[src/rtl/rv32i_mem_arbiter.sv]
`default_nettype none
// ============================================================================
// Module : rv32i_mem_arbiter
// Brief  : Single-port memory arbiter for RV32I fetch and load/store requests.
//          Define ARB_RR_EN for round-robin arbitration (default: data wins).
// Rev    : 1.0  initial release
// ============================================================================
module rv32i_mem_arbiter (
  input  logic        clk,
  input  logic        reset,
  input  logic        if_req,
  input  logic [31:0] if_addr,
  output logic        if_done,
  output logic [31:0] if_rdata,
  input  logic        d_req,
  input  logic        d_we,
  input  logic [31:0] d_addr,
  input  logic [3:0]  d_be,
  input  logic [31:0] d_wdata,
  output logic        d_done,
  output logic [31:0] d_rdata,
  output logic        mem_req,
  output logic        mem_we,
  output logic [31:0] mem_addr,
  output logic [3:0]  mem_be,
  output logic [31:0] mem_wdata,
  input  logic        mem_ready,
  input  logic [31:0] mem_rdata,
  output logic        stall
);

  localparam logic [3:0] c_be_word = 4'b1111;

  typedef enum logic [1:0] {
    S_IDLE    = 2'd0,
    S_IF_BUSY = 2'd1,
    S_D_BUSY  = 2'd2
  } state_t;

  state_t r_state;
  logic   w_grant_d;
  logic   w_grant_if;

`ifdef ARB_RR_EN
  // High when the fetch port received the most recent grant.
  logic   r_last_if;
  assign w_grant_d  = d_req & (~if_req | r_last_if);
`else
  assign w_grant_d  = d_req;
`endif
  assign w_grant_if = if_req & ~w_grant_d;

  assign stall = (if_req & ~if_done) | (d_req & ~d_done);

  always_ff @(posedge clk) begin
    if (!reset) begin
      r_state   <= S_IDLE;
      mem_req   <= 1'b0;
      mem_we    <= 1'b0;
      mem_addr  <= 32'h0;
      mem_be    <= 4'h0;
      mem_wdata <= 32'h0;
      if_done   <= 1'b0;
      d_done    <= 1'b0;
      if_rdata  <= 32'h0;
      d_rdata   <= 32'h0;
`ifdef ARB_RR_EN
      r_last_if <= 1'b1;
`endif
    end else begin
      if_done <= 1'b0;
      d_done  <= 1'b0;
      case (r_state)
        S_IDLE: begin
          if (w_grant_d) begin
            r_state   <= S_D_BUSY;
            mem_req   <= 1'b1;
            mem_we    <= d_we;
            mem_addr  <= d_addr;
            mem_be    <= d_we ? d_be : c_be_word;
            mem_wdata <= d_wdata;
`ifdef ARB_RR_EN
            r_last_if <= 1'b0;
`endif
          end else if (w_grant_if) begin
            r_state   <= S_IF_BUSY;
            mem_req   <= 1'b1;
            mem_we    <= 1'b0;
            mem_addr  <= if_addr;
            mem_be    <= c_be_word;
            mem_wdata <= 32'h0;
`ifdef ARB_RR_EN
            r_last_if <= 1'b1;
`endif
          end
        end
        S_IF_BUSY: begin
          if (mem_ready) begin
            r_state  <= S_IDLE;
            mem_req  <= 1'b0;
            mem_we   <= 1'b0;
            if_rdata <= mem_rdata;
            if_done  <= 1'b1;
          end
        end
        S_D_BUSY: begin
          if (mem_ready) begin
            r_state <= S_IDLE;
            mem_req <= 1'b0;
            mem_we  <= 1'b0;
            d_done  <= 1'b1;
            // Stores leave the last load result in place.
            if (!mem_we) begin
              d_rdata <= mem_rdata;
            end
          end
        end
        default: begin
          r_state <= S_IDLE;
          mem_req <= 1'b0;
          mem_we  <= 1'b0;
        end
      endcase
    end
  end

endmodule
`default_nettype wire

[config.mk]
export PLATFORM = sky130hd
export DESIGN_NAME = rv32i_mem_arbiter
export DESIGN_NICKNAME = d
export VERILOG_FILES = /design/src/rtl/rv32i_mem_arbiter.sv
export SDC_FILE = /design/constraint.sdc
export NUM_CORES = 1
export LEC_CHECK = 0
export CAP_MARGIN = 20
export CORE_AREA = 5 5 123 125
export DETAILED_ROUTE_END_ITERATION = 7
export DIE_AREA = 0 0 128 130
export GPL_TIMING_DRIVEN = 1
export PLACE_DENSITY = 0.79
export SLEW_MARGIN = 20
export SYNTH_ARGS = -nofsm -noshare
export SYNTH_HDL_FRONTEND = slang
export SYNTH_SLANG_ARGS = --single-unit
[constraint.sdc]
create_clock -name clk -period 1.75 [get_ports clk]
set_input_delay 0.35 -clock clk [delete_from_list [all_inputs] [get_ports clk]]
set_output_delay 0.35 -clock clk [all_outputs]
set_load 0.05 [all_outputs]
==> results.txt <==
Global Route met2 Usage -> 35.1%
FF-to-FF path depth -> 6
combinational power share -> 24.9%
most frequent cells after synthesis -> 162 x nand2_1, 138 x dfxtp_1, 61 x a21boi_0
Die ar. -> 0.0166 mm2
Psw -> 2780 uW
startpoint types -> primary input
Setup TNS Final -> 0 ns
run status -> completed
RSZ-0062 raised after global routing -> false
critical path, cell by cell -> clkdlybuf4s50_1, inv_1, o22ai_2, buf_12
CP max-delay cell -> clkdlybuf4s50_1
DRC viols -> 0
antenna viol nets, final -> 0
internal power -> 6490 uW
post-synth cell types -> 30
Final period util -> 94.7%
Die W -> 128 um
number of synthesized register bits -> 138
most used routing layer in global routing -> met2
cells after synthesis -> 575
CP max FO -> 3
EDFF count, synth -> 0
post-layout min period -> 1.66 ns
clock power share -> 37.2%
Total Routing Usage GR -> 19.3%
DR vias -> 5043
Worst-path clk slew -> 0.05 ns
Iter 0 DRT Violations -> 221
hold_ws -> 0.306 ns
initial core utilization -> 39.6%
worst hold path class -> primary input to register
IO buf count -> 274
YS warnings -> 0
Final nets -> 980
FMAX -> 604 MHz
share of post-route cells with drive strength above 1 -> 22.4%
Core ar. -> 0.0138 mm2
worst vdd ir -> 0.552 mV
CP top delay family -> buffers and inverters
hold path endpoint -> if_rdata[6]
largest area contributor in the netlist -> dfxtp_1
WP buf/inv -> 3
post-synth top area share -> 50.6%
Post-CTS Setup Bufs -> 0
Crit path largest cell delay -> 0.50 ns
RR Startpoint -> r_state[0]
H-tree lvl count -> 4
leading cell type by number of instances after synthesis -> nand2_1
max-cap violations -> 0
largest net degree at the start of global routing -> 59
Critical Path RT -> 1.40 ns
worst hold path depth -> 2
CTS root buf -> clkbuf_16
met3 Use GR -> 6.18%
Routability Congestion -> 0.789
sw frac -> 30.0%
hpwl dp -> 12.5 mm
Slew Viols, Final -> 0
Hold Crit Start -> reset
RR Endpoint -> mem_be[0]
clk_lat worst skew -> 0.41 ns
Critical Path End Type -> output pin
n_diodes -> 0
Final Util -> 62.7%
Bufs on Longest Clock Path -> 2
sequential area share after synthesis -> 50.6%
ys async rst share -> 0%
CTS buffer count -> 17
vias in the first global route -> 5262
detail-routed via count per cell -> 4.90
Clock Skew -> 0.00727 ns
WS Path Type -> primary input to output pin
setup slack, reg-to-reg -> 0.12 ns
TritonCTS clock tree -> done
Area growth syn-to-layout -> 58.4%
slew margin rel. -> 79.1%
Slew @ Worst Pin -> 0.313 ns
first-pass GRT wire length -> 25.7 mm
syn avg cell area -> 9.49 um2
overflow left after global routing -> 0
Final Setup Violations -> 0
met1 Track Usage GR -> 20.4%
Seq pwr share -> 37.9%
first-pass iteration count of the detailed router -> 4
pwr dens -> 1070 mW/mm2
Die Y -> 130 um
Main synth FF type -> dfxtp_1
Mapped Area -> 0.00546 mm2
final WL -> 16.4 mm
initial antenna violation count -> 0
Net Count, Synth -> 717
# IOs -> 275
CTS Sinks -> 138
Avg WL per Cell -> 16.0 um
top post-synthesis cells by area -> dfxtp_1 51%, nand2_1 11%, a21boi_0 8.4%
FILL cells -> 1146
Hold Fails Final Rpt -> 0
Leak -> 0.00384 uW
row cnt -> 43
crit path DAT -> 1.31 ns
cells in the final DEF (no fill, tap or decap), drive strengths merged:
cell	instances
o211a	32
ha	4
bufinv	2
o21ai	4
a22oi	32
nand3	2
o221a	5
mux2i	32
clkinvlp	2
o2111ai	1
a21boi	67
and2	2
a21oi	1
clkbuf	25
nand2b	1
clkinv	2
and3b	1
nand3b	1
nand2	162
o21a	1
and3	2
buf	156
clkdlybuf4s50	135
o22ai	1
nor3b	1
nor2b	33
dfxtp	138
inv	5
registers in the layout, summed over array words and instances (netlist names):
register and flops:
if_done 1, d_rdata 32, mem_wdata 32, if_rdata 32
r_state 2, mem_we 1, mem_addr 32, d_done 1
mem_req 1, mem_be 4
through the flow:
step           power, uW  instance area (um2)  setup slack [ns]  instances
4_1_cts             9370                 8640            0.0266       1030
3_5_place_dp        5900                 8060            0.0328        999
2_1_floorplan       4990                 5460            0.0882        575
6_report            9270                 8640            0.0930       1030
3_3_place_gp        5850                 8060            0.0368        999
5_1_grt             9670                 8640           0.00244       1030
power by group through the flow:
stage          clock network (uW)  registers, uW  logic (uW)
6_report                     3450           3510        2310
2_1_floorplan                   0           4350         647
4_1_cts                      3530           3510        2330
3_5_place_dp                    0           3570        2330
3_3_place_gp                    0           3560        2290
5_1_grt                      3690           3540        2450
cells by family (layout without fill, tap and decap cells):
group	count (synthesis)	after routing	synth area share [%]
adder cells (fa/ha/maj)	4	4	0.917
buffers and inverters	52	327	4.95
AND/OR/NAND/NOR	205	205	16.1
flip-flops	138	138	50.6
multiplexers	32	32	5.87
AO/OA/AOI/OAI	144	144	21.5
layer usage:
| metal | share of wire (%) | vias to the layer above | wire length (um) |
|---|---|---|---|
| met3 | 6.9 | 35 | 1130 |
| met5 | 0 | - | 0 |
| met1 | 38 | 2333 | 6250 |
| met4 | 2.9 | 0 | 476 |
| met2 | 52 | 185 | 8590 |
| li1 | - | 2490 | - |
what timing repair did:
action / in CTS / in global routing
gates resized for setup: 0 / 1
setup endpoints to repair: 0 / 1
hold buffers: 0 / 0
worst max-delay path by stage:
stage | from | to | slack (ns) | cells after the start
3_5_place_dp | if_req | stall | 0.03 | 4
3_3_place_gp | if_req | stall | 0.04 | 4
6_report | if_req | stall | 0.09 | 4
4_1_cts | if_req | stall | 0.03 | 4
2_1_floorplan | d_done | stall | 0.09 | 1
5_1_grt | r_state[0] | mem_be[3] | 0.002 | 6
final cells by class:
class                   instances  area, um2  share of cell area, %
flip-flops and latches        138       2760                   32.0
repair buffers                291       2630                   30.5
multi-input cells             385       2430                   28.1
clock buffers                  25        485                   5.62
well taps                     180        225                   2.61
clock inverters                 6       88.8                   1.03
inverters                       5       18.8                  0.217
worst reg2reg max path: stages (launching register included):
cell and delay [ns]:
dfxtp_1 0.33, inv_1 0.11, ha_1 0.27, and2_1 0.21, buf_4 0.21, nand2_1 0.14
o221a_2 0.26
(Power assumes the default switching activity.)
